`config.mk`:
```
export PLATFORM = sky130hd
export DESIGN_NAME = pc_fetch_unit
export DESIGN_NICKNAME = d
export VERILOG_FILES = /design/src/rtl/pc_fetch_unit.sv
export SDC_FILE = /design/constraint.sdc
export NUM_CORES = 1
export LEC_CHECK = 0
export ABC_AREA = 1
export BUFFER_PORTS_ARGS = -buffer_cell sky130_fd_sc_hd__buf_2
export CORE_MARGIN = 3
export CORE_UTILIZATION = 55
export CTS_BUF_LIST = sky130_fd_sc_hd__clkbuf_2
export CTS_CLUSTER_DIAMETER = 40
export CTS_CLUSTER_SIZE = 16
export DETAILED_ROUTE_END_ITERATION = 8
export GPL_ROUTABILITY_DRIVEN = 0
export GPL_TIMING_DRIVEN = 1
export PLACE_DENSITY = 0.8
export RECOVER_POWER = 50
export REMOVE_ABC_BUFFERS = 1
export SYNTH_ARGS = -nofsm -noshare
export SYNTH_HDL_FRONTEND = slang
export SYNTH_SLANG_ARGS = --single-unit
```
`constraint.sdc`:
```
create_clock -name clk -period 6.4 [get_ports clk]
set_input_delay 1.92 -clock clk [delete_from_list [all_inputs] [get_ports clk]]
set_output_delay 1.92 -clock clk [all_outputs]
set_load 0.005 [all_outputs]
```
`src/rtl/pc_fetch_unit.sv`:
```
// Instruction fetch unit: owns the fetch PC, issues one imem request at a time and buffers
// returned words for decode. Define FETCH_ALIGN_CHK_EN to halt on odd redirect targets.
module pc_fetch_unit #(
  parameter int unsigned BUF_DEPTH = 2
) (
  input  logic        clk,
  input  logic        rst,
  input  logic        redirect,
  input  logic [15:0] next_pc,
  input  logic        halt,
  output logic [15:0] pc_out,
  output logic        imem_req,
  output logic [15:0] imem_addr,
  input  logic        imem_gnt,
  input  logic        imem_rvalid,
  input  logic [15:0] imem_rdata,
  output logic        inst_valid,
  output logic [15:0] inst,
  output logic [15:0] inst_pc,
  input  logic        inst_ready,
  output logic        halted,
  output logic        misalign
);

  localparam int unsigned PtrW = (BUF_DEPTH > 1) ? $clog2(BUF_DEPTH) : 1;
  localparam int unsigned CntW = $clog2(BUF_DEPTH + 1);
  localparam logic [CntW-1:0] Depth = CntW'(BUF_DEPTH);

  typedef enum logic [1:0] {StFetch, StWait, StHalted} state_e;

  state_e          state_q;
  logic [15:0]     pc_q, addr_q, tag_q;
  logic            req_q, squash_q;
  logic [15:0]     fifo_inst_q [BUF_DEPTH];
  logic [15:0]     fifo_pc_q   [BUF_DEPTH];
  logic [PtrW-1:0] rd_ptr_q, wr_ptr_q;
  logic [CntW-1:0] count_q, count_d;

  logic        gnt_fire, rsp_fire, push, pop;
  logic        halt_take, redir_take, misalign_hit;
  logic [15:0] target;

  always_comb begin
`ifdef FETCH_ALIGN_CHK_EN
    target       = next_pc;
    misalign_hit = redirect & next_pc[0];
`else
    target       = next_pc & 16'hFFFE;
    misalign_hit = 1'b0;
`endif
    halt_take  = (state_q != StHalted) & (halt | misalign_hit);
    redir_take = (state_q != StHalted) & redirect & ~halt_take;
    gnt_fire   = (state_q == StFetch) & req_q & imem_gnt;
    rsp_fire   = (state_q == StWait) & imem_rvalid;
    // A response landing together with a redirect/halt belongs to the old stream.
    push       = rsp_fire & ~squash_q & ~redir_take & ~halt_take;
    pop        = (count_q != '0) & inst_ready;
    count_d    = count_q + CntW'(push) - CntW'(pop);
  end

  always_ff @(posedge clk) begin
    if (rst) begin
      state_q     <= StFetch;
      pc_q        <= '0;
      addr_q      <= '0;
      tag_q       <= '0;
      req_q       <= 1'b0;
      squash_q    <= 1'b0;
      rd_ptr_q    <= '0;
      wr_ptr_q    <= '0;
      count_q     <= '0;
      fifo_inst_q <= '{default: '0};
      fifo_pc_q   <= '{default: '0};
    end else begin
      if (push) begin
        fifo_inst_q[wr_ptr_q] <= imem_rdata;
        fifo_pc_q[wr_ptr_q]   <= tag_q;
      end
      if (halt_take) begin
        state_q  <= StHalted;
        req_q    <= 1'b0;
        squash_q <= 1'b0;
        rd_ptr_q <= '0;
        wr_ptr_q <= '0;
        count_q  <= '0;
      end else if (redir_take) begin
        pc_q     <= target;
        rd_ptr_q <= '0;
        wr_ptr_q <= '0;
        count_q  <= '0;
        if (gnt_fire || (state_q == StWait && !rsp_fire)) begin
          // Wait out the in-flight response before re-issuing.
          state_q  <= StWait;
          squash_q <= 1'b1;
          req_q    <= 1'b0;
        end else begin
          state_q  <= StFetch;
          squash_q <= 1'b0;
          req_q    <= 1'b1;
          addr_q   <= target;
        end
      end else begin
        count_q <= count_d;
        if (push) wr_ptr_q <= wr_ptr_q + PtrW'(1);
        if (pop)  rd_ptr_q <= rd_ptr_q + PtrW'(1);
        case (state_q)
          StFetch: begin
            if (gnt_fire) begin
              state_q <= StWait;
              pc_q    <= pc_q + 16'd2;
              tag_q   <= pc_q;
              req_q   <= 1'b0;
            end else begin
              req_q  <= (count_d < Depth);
              addr_q <= pc_q;
            end
          end
          StWait: begin
            if (rsp_fire) begin
              state_q  <= StFetch;
              squash_q <= 1'b0;
              req_q    <= (count_d < Depth);
              addr_q   <= pc_q;
            end
          end
          default: ;
        endcase
      end
    end
  end

`ifdef FETCH_ALIGN_CHK_EN
  logic misalign_q;

  always_ff @(posedge clk) begin
    if (rst) begin
      misalign_q <= 1'b0;
    end else if (misalign_hit && state_q != StHalted) begin
      misalign_q <= 1'b1;
    end
  end

  assign misalign = misalign_q;
`else
  assign misalign = 1'b0;
`endif

  assign pc_out     = pc_q;
  assign imem_req   = req_q;
  assign imem_addr  = addr_q;
  assign inst_valid = (count_q != '0);
  assign inst       = fifo_inst_q[rd_ptr_q];
  assign inst_pc    = fifo_pc_q[rd_ptr_q];
  assign halted     = (state_q == StHalted);

endmodule

```
==> flow_summary.rst, run 1 <==
.. list-table::
   :header-rows: 1

   * - Metric
     - Value
   * - Result of the run
     - complete, but fails checks
   * - Violations in the final reports
     - capacitance limit, slew limit
   * - Slack of the worst reg-to-reg path
     - around 2.5 ns
   * - Critical-path top delay cell
     - sky130_fd_sc_hd__nand3_1
   * - End point of the most critical hold path
     - imem_addr[0]
   * - Distinct cell type count of the synthesized netlist
     - 28
   * - HPWL after detailed placement
     - about 8.6 mm
   * - Reg clk slew, reported paths
     - ~0.16 ns
   * - Crit path kind
     - primary input to flop
   * - Finish-stage setup viols
     - 0
   * - Port bufs
     - slightly above 100
   * - IR Drop Worst-Case VDD
     - 0.1203 mV
   * - Via density per instance
     - roughly 5.2
   * - Wire length of the first global-routing pass
     - roughly 22 mm
   * - Number of standard cells in the final layout excluding fillers
     - between 1000 and 1500
   * - Cell accounting for the most synthesized area
     - sky130_fd_sc_hd__dfxtp_1
   * - Number of H-tree levels
     - 4
   * - Iteration-0 DRC count of the detailed router
     - between 200 and 300
   * - Most common cell after layout, fill and taps aside
     - sky130_fd_sc_hd__nand2_1
   * - Number of setup buffers added after CTS
     - 0
   * - Placed instance count
     - roughly 1000
   * - Area fraction of the dominant cell type after synthesis
     - 42.61%
   * - Length in cells of the worst reg-to-reg path
     - 6
   * - Unrepaired setup endpoints after global routing
     - false
   * - Total number of nets in the final design
     - around 940
   * - Measured slew at the worst slew-check pin
     - about 2.0 ns
   * - Post-placement setup slack
     - ~2.3 ns
   * - Top-level port count
     - 107
   * - CP startpoint kind
     - primary input
   * - Initial antenna violation count
     - 0
   * - Standard cell core area
     - 9415 um^2
   * - Final Cycle Share
     - ~76%
   * - Skew-Pair Late Insertion Delay
     - approximately 0.64 ns
   * - Pin count of the biggest net entering global routing
     - between 60 and 70
   * - Clock tree from TritonCTS
     - yes
   * - Number of buffers added by the clock tree synthesis step
     - 17
   * - Number of register bits inferred by synthesis
     - between 100 and 150
   * - Clock Skew
     - 0.03156 ns
   * - Reg2reg end
     - fifo_inst_q[1]
   * - Classification of the worst-slack hold path
     - flop to flop
   * - Area growth from synthesis to layout
     - 12.56%
   * - Sort of element at the end of the critical path
     - flop
   * - Slew Limit Headroom
     - -31.22%
   * - Fraction of final layout cells with drive strength greater than 1
     - roughly 15%
   * - Cell count of the worst hold path
     - 2
   * - Count of final max-slew check failures
     - between 100 and 150
   * - Maximum fanout count along the critical path
     - 37
   * - Number of global-route vias before repair
     - just over 5000
   * - Number of clock sinks
     - 116
   * - Endpoint required time on the critical path
     - slightly below 7 ns
   * - Maximum count of clock buffers along a single path
     - 2
   * - Buffer type at the clock tree root
     - sky130_fd_sc_hd__clkbuf_2
   * - Warnings from Yosys
     - 0
   * - Most used cell along the critical path
     - sky130_fd_sc_hd__clkbuf_1
   * - Min Clock Period, post-route
     - roughly 4.9 ns
   * - Number of hold-slack violations in the final timing report
     - 0
   * - Number of detailed-routing iterations run before antenna repair
     - 7
   * - Cells along the critical path
     - clkbuf_1 > o21ai_0 > clkbuf_1 > nand3_1 > nand2_1 > a21oi_1
   * - Total die area
     - about 11000 um^2
   * - Smallest hold slack
     - approximately 0.46 ns
   * - Hold-fix buffers, CTS
     - 0
   * - # resized after CTS
     - 0
   * - Launching point of the worst reg2reg path
     - state_q[1]
   * - Antenna diode instance count
     - 0
   * - Antenna-violating nets left
     - 0
   * - Avg Synthesized Cell Area
     - 6.590 um^2
   * - Hold path startpoint
     - imem_addr[0]
   * - Netlist area before placement
     - 5450 um^2
   * - FP Rows
     - 35
   * - Least setup slack across all paths after layout
     - 1.550 ns
   * - Max Clock Freq
     - 0.2062 GHz
   * - Final routed DRC violation total
     - 0
   * - Cell types with the largest area share after synthesis
     - sky130_fd_sc_hd__dfxtp_1 (43%), sky130_fd_sc_hd__nand2_1 (16%), sky130_fd_sc_hd__nor2_1 (8.6%)
   * - Via count of the routed design
     - between 5000 and 6000
   * - Most used cells in the layout excluding fill and tap cells
     - sky130_fd_sc_hd__nand2_1 (239), sky130_fd_sc_hd__nor2_1 (125), sky130_fd_sc_hd__dfxtp_1 (115)
   * - Congestion Overflow GR
     - 0
   * - Sequential element share of the synthesized area
     - a little over two fifths
   * - Leakage component of the power
     - between 2 and 3 nW
   * - Setup total negative slack
     - 0 ns
   * - Horizontal die dimension
     - ~110 um
   * - Die H
     - 105.5 um
   * - Gate count after technology mapping
     - 827
   * - Crit-path max cell delay
     - roughly 1.3 ns
   * - Wire length after detailed routing
     - roughly 13 mm
   * - GRT Resource Usage Total
     - 24.10%
   * - Wirelength per Cell
     - roughly 13 um
   * - Arrival time at the worst endpoint
     - between 5 and 6 ns
   * - Filler instances
     - ~860
   * - Starting Density
     - 57.89%
   * - # Max-Cap Violations
     - 3
   * - PwrDens
     - 236.2 nW/um^2
layout make-up:
class | count | area [um^2] | share of cell area, %
clock buffer | 18 | 90.09 | 1.468
clock inverter | 13 | 165.2 | 2.692
inverter | 68 | 255.2 | 4.161
multi-input combinational | 591 | 2614 | 42.61
sequential | 116 | 2323 | 37.87
tap | 129 | 161.4 | 2.631
timing repair buffer | 108 | 525.5 | 8.566
logic make-up after synthesis:
family	synth area share, %
DFF	42.61
adders and majority gates	0.6888
and+or+nand+nor	32.12
buffers and inverters	9.458
AOI/OAI and AO/OA	14.74
other	0.06880
xor gates and xnor gates	0.3215
cells in the mapped netlist:
library cell / count
sky130_fd_sc_hd__inv_1: 65
sky130_fd_sc_hd__clkbuf_1: 28
sky130_fd_sc_hd__xor2_1: 1
sky130_fd_sc_hd__a31oi_2: 1
sky130_fd_sc_hd__o21ai_1: 13
sky130_fd_sc_hd__ha_1: 3
sky130_fd_sc_hd__dfxtp_1: 116
sky130_fd_sc_hd__or2_2: 3
sky130_fd_sc_hd__nand3_1: 16
sky130_fd_sc_hd__nand3_2: 2
sky130_fd_sc_hd__nor2_4: 2
sky130_fd_sc_hd__buf_1: 1
sky130_fd_sc_hd__nor2_1: 125
sky130_fd_sc_hd__nor3_1: 4
sky130_fd_sc_hd__buf_4: 3
sky130_fd_sc_hd__a21boi_2: 1
sky130_fd_sc_hd__buf_6: 3
sky130_fd_sc_hd__nand2_1: 238
sky130_fd_sc_hd__xnor2_1: 1
sky130_fd_sc_hd__nand2_2: 3
sky130_fd_sc_hd__inv_2: 3
sky130_fd_sc_hd__nand4_1: 32
sky130_fd_sc_hd__conb_1: 1
sky130_fd_sc_hd__a21oi_1: 60
sky130_fd_sc_hd__o21ai_0: 81
sky130_fd_sc_hd__buf_2: 19
sky130_fd_sc_hd__nand3b_1: 1
sky130_fd_sc_hd__o21ai_2: 1
per-layer routing:
metal | vias to the layer above | global-route usage, % | routed length, um
li1 | 2781 | - | -
met1 | 2462 | 29.71 | 5795
met2 | 211 | 41.35 | 6360
met3 | 18 | 6.675 | 1025
met4 | 0 | 6.660 | 157
met5 | - | 0 | 0
per-stage QoR:
| stage | util (%) | instance area [um^2] | power [mW] |
|---|---|---|---|
| 2_1_floorplan | - | 5197 | 0.8816 |
| 3_3_place_gp | 62.83 | 5916 | 0.9474 |
| 3_5_place_dp | 62.83 | 5916 | 0.9526 |
| 4_1_cts | 65.54 | 6171 | 1.462 |
| 5_1_grt | 65.16 | 6135 | 1.529 |
| 6_report | 65.16 | 6135 | 1.449 |
state kept, by name (all words and copies together), names as in the netlist:
register,flops
pc_out,15
imem_addr,16
fifo_inst_q,32
squash_q,1
state_q,2
rd_ptr_q,1
fifo_pc_q,30
imem_req,1
count_q,2
tag_q,15
wr_ptr_q,1
critical path: cells and delay by family:
kind,cells,cell delay [ns]
AOI/OAI and AO/OA,2,0.30
buffers and inverters,2,1.42
and+or+nand+nor,2,1.67
power breakdown:
part | leakage [nW] | total (mW) | switching (mW) | internal (mW)
logic | 1.88 | 0.165 | 0.107 | 0.0578
clock network | 0.158 | 0.513 | 0.263 | 0.250
registers | 0.940 | 0.772 | 0.0248 | 0.747
worst max-delay path by stage:
stage | from | endpoint | cells past startpoint
3_5_place_dp | redirect | fifo_inst_q[1] | 6
4_1_cts | rd_ptr_q | inst_pc[8] | 2
2_1_floorplan | redirect | fifo_inst_q[16] | 4
3_3_place_gp | redirect | fifo_pc_q[9] | 6
5_1_grt | redirect | fifo_pc_q[6] | 6
6_report | redirect | fifo_inst_q[1] | 6
Note: power is estimated with default switching activity, not from simulation.
==> run 2, diff against run 1 <==
--- a/config.mk
+++ b/config.mk
@@ -5,7 +5,7 @@
 export SDC_FILE = /design/constraint.sdc
 export NUM_CORES = 1
 export LEC_CHECK = 0
-export ABC_AREA = 1
+export ABC_AREA = 0
 export BUFFER_PORTS_ARGS = -buffer_cell sky130_fd_sc_hd__buf_2
 export CORE_MARGIN = 3
 export CORE_UTILIZATION = 55
==> constraint.sdc (replaced) <==
create_clock -name clk -period 4.8 [get_ports clk]
set_input_delay 1.44 -clock clk [delete_from_list [all_inputs] [get_ports clk]]
set_output_delay 1.44 -clock clk [all_outputs]
set_load 0.005 [all_outputs]
==> run 2 against run 1 <==
Effect of this change: the flow still finishes with violations (capacitance limit, slew limit); via count down 14%; utilization is 0.64 points higher; routed wire length shrank 8.2%; critical path depth shrank 3; global-route usage is 0.61 points lower; sequential cell count did not move; count of clock-buffer cells in the layout rose by 1; design area down 5.5%; critical endpoint is now fifo_inst_q[21]; highest routed layer is now met5.
==> flow_summary.rst, run 2 <==
.. list-table::
   :header-rows: 1

   * - Metric
     - Value
   * - Maximum count of clock buffers along a single path
     - 2 (unchanged)
   * - Standard cell core area
     - 8806 um^2 (-6.5%)
   * - Initial antenna violation count
     - 1 (+1)
   * - Arrival time at the worst endpoint
     - 4.44 ns (-0.89 ns)
   * - GRT Resource Usage Total
     - 23.50% (-0.61 points)
   * - FP Rows
     - 34 (-2.9%)
   * - Post-synth EDFFs
     - 0 (unchanged)
   * - Number of H-tree levels
     - 4 (unchanged)
   * - Setup total negative slack
     - 0 ns (unchanged)
   * - Cells along the critical path
     - clkbuf_1 > buf_4 > a21oi_1
   * - Wire length after detailed routing
     - 12.25 mm (-8.2%)
   * - Min Clock Period, post-route
     - 3.967 ns
   * - Netlist area before placement
     - 5042 um^2 (-7.5%)
   * - Leakage component of the power
     - 2.226 nW (-25%)
   * - Result of the run
     - complete, but fails checks
   * - Cell accounting for the most synthesized area
     - sky130_fd_sc_hd__dfxtp_1
   * - Fraction of final layout cells with drive strength greater than 1
     - 22.97% (+8.3 points)
   * - # resized after CTS
     - 0 (unchanged)
   * - Cell count of the worst hold path
     - 2 (unchanged)
   * - Area growth from synthesis to layout
     - 14.91%
   * - Hold-fix buffers, CTS
     - 0 (unchanged)
   * - Unrepaired setup endpoints after global routing
     - false
   * - Number of standard cells in the final layout excluding fillers
     - 835 (-20%)
   * - Measured slew at the worst slew-check pin
     - 3.182 ns (+1.216 ns)
   * - Number of register bits inferred by synthesis
     - 116 (unchanged)
   * - End point of the most critical hold path
     - fifo_pc_q[14]
   * - Number of hold-slack violations in the final timing report
     - 0 (unchanged)
   * - Sort of element at the end of the critical path
     - flop
   * - PwrDens
     - 321.5 nW/um^2 (+36%)
   * - Finish-stage setup viols
     - 0 (unchanged)
   * - Distinct cell type count of the synthesized netlist
     - 49 (+75%)
   * - Reg2reg end
     - pc_out[3]
   * - Cell types with the largest area share after synthesis
     - sky130_fd_sc_hd__dfxtp_1 (46%), sky130_fd_sc_hd__nand2_1 (14%), sky130_fd_sc_hd__a21oi_1 (9.1%)
   * - Classification of the worst-slack hold path
     - flop to flop
   * - Clock tree from TritonCTS
     - yes
   * - Area fraction of the dominant cell type after synthesis
     - 46.05% (+3.4 points)
   * - Buffer type at the clock tree root
     - sky130_fd_sc_hd__clkbuf_2
   * - Gate count after technology mapping
     - 635 (-23%)
   * - Largest register by flop count
     - fifo_inst_q
   * - Wire length of the first global-routing pass
     - 19.72 mm (-12%)
   * - Least setup slack across all paths after layout
     - 0.8329 ns (-0.7171 ns)
   * - Number of setup buffers added after CTS
     - 0 (unchanged)
   * - Warnings from Yosys
     - 0 (unchanged)
   * - Port bufs
     - 102 (unchanged)
   * - Maximum fanout count along the critical path
     - 75 (+100%)
   * - CP startpoint kind
     - primary input
   * - Top-level port count
     - 107 (unchanged)
   * - Pin count of the biggest net entering global routing
     - 76 (+12%)
   * - Crit path kind
     - primary input to flop
   * - Antenna diode instance count
     - 0 (unchanged)
   * - Primary FF master, synth
     - sky130_fd_sc_hd__dfxtp_1
   * - # Max-Cap Violations
     - 1 (-2)
   * - Most instantiated library cell after synthesis
     - sky130_fd_sc_hd__nand2_1
   * - Via count of the routed design
     - 4698 (-14%)
   * - Skew-Pair Late Insertion Delay
     - 0.61 ns (-0.03 ns)
   * - Launching point of the worst reg2reg path
     - state_q[0]
   * - Length in cells of the worst reg-to-reg path
     - 6 (unchanged)
   * - Leading post-synthesis cells by instance count
     - sky130_fd_sc_hd__nand2_1 (193), sky130_fd_sc_hd__dfxtp_1 (116), sky130_fd_sc_hd__a21oi_1 (92)
   * - Number of detailed-routing iterations run before antenna repair
     - 7 (unchanged)
   * - Horizontal die dimension
     - 101.8 um (-3.6%)
   * - Proportion of register bits with asynchronous set or reset after synthesis
     - 0% (unchanged)
   * - Most used cells in the layout excluding fill and tap cells
     - sky130_fd_sc_hd__nand2_1 (193), sky130_fd_sc_hd__dfxtp_1 (116), sky130_fd_sc_hd__a21oi_1 (92), sky130_fd_sc_hd__buf_2 (92), sky130_fd_sc_hd__mux2_2 (31)
   * - Crit-path max cell delay
     - 2.21 ns (+0.89 ns)
   * - IR Drop Worst-Case VDD
     - 0.1810 mV (+50%)
   * - Antenna-violating nets left
     - 0 (unchanged)
   * - Slack of the worst reg-to-reg path
     - 2.27 ns (-0.20 ns)
   * - Violations in the final reports
     - capacitance limit, slew limit
   * - Iteration-0 DRC count of the detailed router
     - 241 (-9.7%)
   * - Total number of nets in the final design
     - 756 (-20%)
   * - Endpoint required time on the critical path
     - 5.28 ns (-1.60 ns)
   * - Hold path startpoint
     - fifo_pc_q[14]
   * - Placed instance count
     - 803 (-21%)
   * - Clock Skew
     - 0.02625 ns (-0.005312 ns)
   * - Number of global-route vias before repair
     - 4281 (-16%)
   * - Avg Synthesized Cell Area
     - 7.941 um^2 (+20%)
   * - Total die area
     - 10350 um^2 (-7.1%)
   * - Reg clk slew, reported paths
     - 0.14 ns (-0.02 ns)
   * - Sequential element share of the synthesized area
     - 46.05% (+3.4 points)
   * - Most common cell after layout, fill and taps aside
     - sky130_fd_sc_hd__nand2_1
   * - HPWL after detailed placement
     - 7.885 mm (-8.0%)
   * - Final Cycle Share
     - just over 80%
   * - Die H
     - 101.8 um (-3.6%)
   * - Number of clock sinks
     - 116 (unchanged)
   * - Post-placement setup slack
     - 1.422 ns (-0.8453 ns)
   * - Largest register FFs
     - 32 (unchanged)
   * - Final routed DRC violation total
     - 0 (unchanged)
   * - Congestion Overflow GR
     - 0 (unchanged)
   * - Slew Limit Headroom
     - -112.2% (-81 points)
   * - Starting Density
     - 57.26% (-0.63 points)
   * - Count of final max-slew check failures
     - 76 (-49%)
   * - Via density per instance
     - 5.626 (+7.2%)
   * - Wirelength per Cell
     - 14.67 um (+15%)
   * - Max Clock Freq
     - 0.2521 GHz
   * - Critical-path top delay cell
     - sky130_fd_sc_hd__clkbuf_1
   * - Number of buffers added by the clock tree synthesis step
     - 17 (unchanged)
## run 2: area by class of cell
type | count | area, um^2
clock buffers | 19 | 95.09
clock inverters | 13 | 187.7
fillers | 774 | 3012
inverters | 7 | 26.28
multi-input cells | 463 | 2477
flip-flops and latches | 116 | 2322
well taps | 108 | 135.1
repair buffers | 109 | 550.5
## run 2: how the worst max path moves through the flow
stage | startpoint | to | slack [ns] | cells past startpoint
after floorplan | redirect | pc_out[7] | 1.23 | 5
after global placement | halt | pc_out[1] | 1.45 | 6
after detailed placement | halt | pc_out[1] | 1.42 | 6
after CTS | rd_ptr_q | inst_pc[13] | 1.40 | 3
after global routing | rst | fifo_inst_q[18] | 0.69 | 3
final | rst | fifo_inst_q[21] | 0.83 | 3
## run 2: kinds of logic after synthesis
logic type               Yosys count  synth area share [%]
adder cells (fa/ha/maj)            3                0.7445
other                              1               0.07437
AO/OA/AOI/OAI                    150                 17.54
XOR/XNOR                           3                0.5212
buffers and inverters             58                 5.285
flip-flops                       116                 46.05
AND/OR/NAND/NOR                  273                 22.85
multiplexers                      31                 6.923
## run 2: metal layers
| layer | vias up | global-route usage (%) | part of all wire (%) |
|---|---|---|---|
| li1 | 2324 | - | - |
| met1 | 2190 | 30.58 | 45 |
| met2 | 168 | 39.24 | 47 |
| met3 | 14 | 6.474 | 7.6 |
| met4 | 2 | 4.908 | 0.69 |
| met5 | - | 0 | 0.11 |
## run 2: critical path: cells and delay by family
kind | cells | cell delay (ns)
buffers and inverters | 2 | 2.88
AOI/OAI and AO/OA | 1 | 0.08
## run 2: report_power, final
part | internal (mW) | switching, mW
clock network | 0.389 | 0.346
logic | 0.0475 | 0.0782
registers | 0.981 | 0.0202
## run 2: through the flow
| step | total power, mW | utilization [%] | area [um^2] | hold WS (ns) |
|---|---|---|---|---|
| 6_report | 1.863 | 65.80 | 5794 | 0.4622 |
| 5_1_grt | 1.935 | 65.80 | 5794 | 0.4773 |
| 4_1_cts | 1.870 | 65.97 | 5809 | 0.4629 |
| 3_5_place_dp | 1.147 | 62.76 | 5527 | 0.4431 |
| 3_3_place_gp | 1.143 | 62.76 | 5527 | 0.4381 |
| 2_1_floorplan | 1.075 | - | 4810 | 0.4268 |
==> run 3, diff against run 2 <==
--- a/config.mk
+++ b/config.mk
@@ -5,17 +5,17 @@
 export SDC_FILE = /design/constraint.sdc
 export NUM_CORES = 1
 export LEC_CHECK = 0
-export ABC_AREA = 0
+export ABC_AREA = 1
 export BUFFER_PORTS_ARGS = -buffer_cell sky130_fd_sc_hd__buf_2
 export CORE_MARGIN = 3
-export CORE_UTILIZATION = 55
+export CORE_UTILIZATION = 52
 export CTS_BUF_LIST = sky130_fd_sc_hd__clkbuf_2
 export CTS_CLUSTER_DIAMETER = 40
 export CTS_CLUSTER_SIZE = 16
 export DETAILED_ROUTE_END_ITERATION = 8
 export GPL_ROUTABILITY_DRIVEN = 0
 export GPL_TIMING_DRIVEN = 1
-export PLACE_DENSITY = 0.8
+export PLACE_DENSITY = 0.79
 export RECOVER_POWER = 50
 export REMOVE_ABC_BUFFERS = 1
 export SYNTH_ARGS = -nofsm -noshare
==> constraint.sdc (replaced) <==
create_clock -name clk -period 3.53 [get_ports clk]
set_input_delay 1.059 -clock clk [delete_from_list [all_inputs] [get_ports clk]]
set_output_delay 1.059 -clock clk [all_outputs]
set_load 0.005 [all_outputs]
==> run 3 against run 2 <==
Effect of this change: the flow still finishes with violations (capacitance limit, slew limit); utilization down 4.2 points; clock power up 7.9%; routed wire length up 6.3%; final cell count up 26%; non-clock buffer count up 7; global-route usage down 0.69 points; power up 34%; sequential cell count unchanged; critical path type is now flop to output pin; critical endpoint is now inst_pc[8].
==> flow_summary.rst, run 3 (synthesis gave the netlist of run 1 again) <==
.. list-table::
   :header-rows: 1

   * - Metric
     - Value
   * - Hold-fix buffers, CTS
     - 0 (unchanged)
   * - CP Launch Point
     - rd_ptr_q
   * - Via density per instance
     - 5.076 (-9.8%)
   * - Min Clock Period, post-route
     - around 2.9 ns
   * - Number of global-route vias before repair
     - 4927 (+15%)
   * - Crit path kind
     - flop to output pin
   * - Wire length of the first global-routing pass
     - 21.87 mm (+11%)
   * - Horizontal die dimension
     - 108.4 um (+6.5%)
   * - Placed Area
     - 5993 um^2 (+8.4%)
   * - Total die area
     - 11750 um^2 (+13%)
   * - Number of detailed-routing iterations run before antenna repair
     - 5 (-2)
   * - Filler instances
     - 1039 (+34%)
   * - Result of the run
     - complete, but fails checks
   * - Largest register by flop count
     - fifo_inst_q
   * - Number of buffers added by the clock tree synthesis step
     - 17 (unchanged)
   * - CP startpoint kind
     - flop
   * - Maximum fanout count along the critical path
     - 22 (-71%)
   * - Max Clock Freq
     - ~0.35 GHz
   * - Wire length after detailed routing
     - 13.02 mm (+6.3%)
   * - Fraction of final layout cells with drive strength greater than 1
     - 16.36% (-6.6 points)
   * - Leakage component of the power
     - 3.023 nW (+36%)
   * - Slack of the worst reg-to-reg path
     - 0.91 ns (-1.36 ns)
   * - Setup total negative slack
     - 0 ns (unchanged)
   * - Total number of nets in the final design
     - 952 (+26%)
   * - PwrDens
     - 405.3 nW/um^2 (+26%)
   * - Classification of the worst-slack hold path
     - flop to flop
   * - Port bufs
     - 102 (unchanged)
   * - Clock Skew
     - 0.02842 ns (+0.002170 ns)
   * - Number of hold-slack violations in the final timing report
     - 0 (unchanged)
   * - Most used cells in the layout excluding fill and tap cells
     - sky130_fd_sc_hd__nand2_1 (238), sky130_fd_sc_hd__nor2_1 (125), sky130_fd_sc_hd__dfxtp_1 (115)
   * - Skew-Pair Late Insertion Delay
     - 0.65 ns (+0.04 ns)
   * - Sort of element at the end of the critical path
     - output pin
   * - Area growth from synthesis to layout
     - 13.06%
   * - Via count of the routed design
     - 5360 (+14%)
   * - Reg clk slew, reported paths
     - 0.17 ns (+0.03 ns)
   * - Buffer type at the clock tree root
     - sky130_fd_sc_hd__clkbuf_2
   * - Standard cell core area
     - 10000 um^2 (+14%)
   * - Endpoint required time on the critical path
     - 2.47 ns (-2.81 ns)
   * - HPWL after detailed placement
     - 8.439 mm (+7.0%)
   * - FP Rows
     - 36 (+5.9%)
   * - Measured slew at the worst slew-check pin
     - 2.090 ns (-1.092 ns)
   * - Post-route design area
     - 6162 um^2 (+6.3%)
   * - Top-level port count
     - 107 (unchanged)
   * - # Max-Cap Violations
     - 1 (unchanged)
   * - Cell count of the worst hold path
     - 2 (unchanged)
   * - Finish-stage setup viols
     - 0 (unchanged)
   * - Launching point of the worst reg2reg path
     - state_q[0]
   * - Reg2reg end
     - fifo_pc_q[1]
   * - Number of H-tree levels
     - 4 (unchanged)
   * - Final Cycle Share
     - 82.06%
   * - Starting Density
     - 54.50% (-2.8 points)
   * - End point of the most critical hold path
     - imem_addr[0]
   * - Final routed DRC violation total
     - 0 (unchanged)
   * - Most common cell after layout, fill and taps aside
     - sky130_fd_sc_hd__nand2_1
   * - Initial antenna violation count
     - 0 (-1)
   * - PnR Total Power
     - 2.498 mW (+34%)
   * - Area occupied by registers
     - 2323 um^2 (about the same)
   * - Count of final max-slew check failures
     - 45 (-41%)
   * - Die H
     - 108.4 um (+6.5%)
   * - Iteration-0 DRC count of the detailed router
     - 458 (+90%)
   * - Multi-input combinational cell area
     - 2616 um^2 (+5.6%)
   * - Unrepaired setup endpoints after global routing
     - false
   * - GRT Resource Usage Total
     - 22.81% (-0.69 points)
   * - Largest register FFs
     - 32 (unchanged)
   * - Antenna diode instance count
     - 0 (unchanged)
   * - Cells along the critical path
     - buf_4 > nand2_1 > o21ai_0 > buf_2
   * - Pin count of the biggest net entering global routing
     - 54 (-29%)
   * - Post-placement setup slack
     - 0.8726 ns (-0.5490 ns)
   * - Arrival time at the worst endpoint
     - 1.84 ns (-2.60 ns)
   * - Least setup slack across all paths after layout
     - 0.6332 ns (-0.1996 ns)
   * - Number of clock sinks
     - 116 (unchanged)
   * - Congestion Overflow GR
     - 0 (unchanged)
   * - Slew Limit Headroom
     - -39.35% (+73 points)
   * - Clock tree from TritonCTS
     - yes
   * - Hold path startpoint
     - imem_addr[0]
   * - Length in cells of the worst reg-to-reg path
     - 8 (+2)
   * - # resized after CTS
     - 0 (unchanged)
   * - Wirelength per Cell
     - 12.33 um (-16%)
   * - Number of setup buffers added after CTS
     - 0 (unchanged)
   * - Maximum count of clock buffers along a single path
     - 2 (unchanged)
   * - Violations in the final reports
     - capacitance limit, slew limit
   * - Antenna-violating nets left
     - 0 (unchanged)
   * - IR Drop Worst-Case VDD
     - 0.2165 mV (+20%)
   * - Crit-path max cell delay
     - 0.57 ns (-1.64 ns)
   * - Critical-path top delay cell
     - sky130_fd_sc_hd__dfxtp_2
[run 3: cell types whose count changed in the layout (fill, tap and decap cells not counted), moves of 29 or more]
cell and change:
sky130_fd_sc_hd__o21ai_0 +75, sky130_fd_sc_hd__a21oi_1 -32, sky130_fd_sc_hd__nor2_1 +96, sky130_fd_sc_hd__inv_1 +59, sky130_fd_sc_hd__mux2_2 -31, sky130_fd_sc_hd__nand2_1 +45, sky130_fd_sc_hd__nand4_1 +29
[run 3: where the power goes]
group          total [mW]  switching, mW  internal [mW]
clock network       0.794          0.481          0.313
logic               0.303          0.193          0.110
registers            1.40         0.0456           1.35
[run 3: worst max path at each step]
stage / to / slack (ns) / cells after the start
floorplan: fifo_inst_q[16] / -0.07 / 4
global placement: imem_req / 0.90 / 11
detailed placement: imem_req / 0.87 / 11
CTS: inst[15] / 0.57 / 4
global route: inst_pc[1] / 0.44 / 4
finish: inst_pc[8] / 0.63 / 4
[run 3: layer usage]
metal | GRT usage [%] | routed length [um]
met1 | 29.72 | 6225
met2 | 37.79 | 5775
met3 | 5.194 | 920
met4 | 6.853 | 97
met5 | 0 | 0
[run 3: cell type report]
| type | instances | share of cell area, % |
|---|---|---|
| Clock buffer | 19 | 1.543 |
| Clock inverter | 13 | 1.888 |
| Inverter | 68 | 4.142 |
| Multi-Input combinational cell | 591 | 42.46 |
| Sequential cell | 116 | 37.71 |
| Tap cell | 133 | 2.701 |
| Timing Repair Buffer | 116 | 9.563 |
[run 3: critical path, delay by kind of cell, from the launching register on]
| kind | cells | cell delay [ns] |
|---|---|---|
| flops | 1 | 0.57 |
| buf+inv | 2 | 0.46 |
| compound gates | 1 | 0.09 |
| simple gates | 1 | 0.07 |
[run 3: per-stage QoR]
stage	util, %	instances	hold WS [ns]
detailed placement	59.93	1024	0.4428
global placement	59.93	1024	0.4318
CTS	62.05	1056	0.4665
finish	61.62	1056	0.4615
floorplan	-	775	0.4349
global route	61.62	1056	0.4933
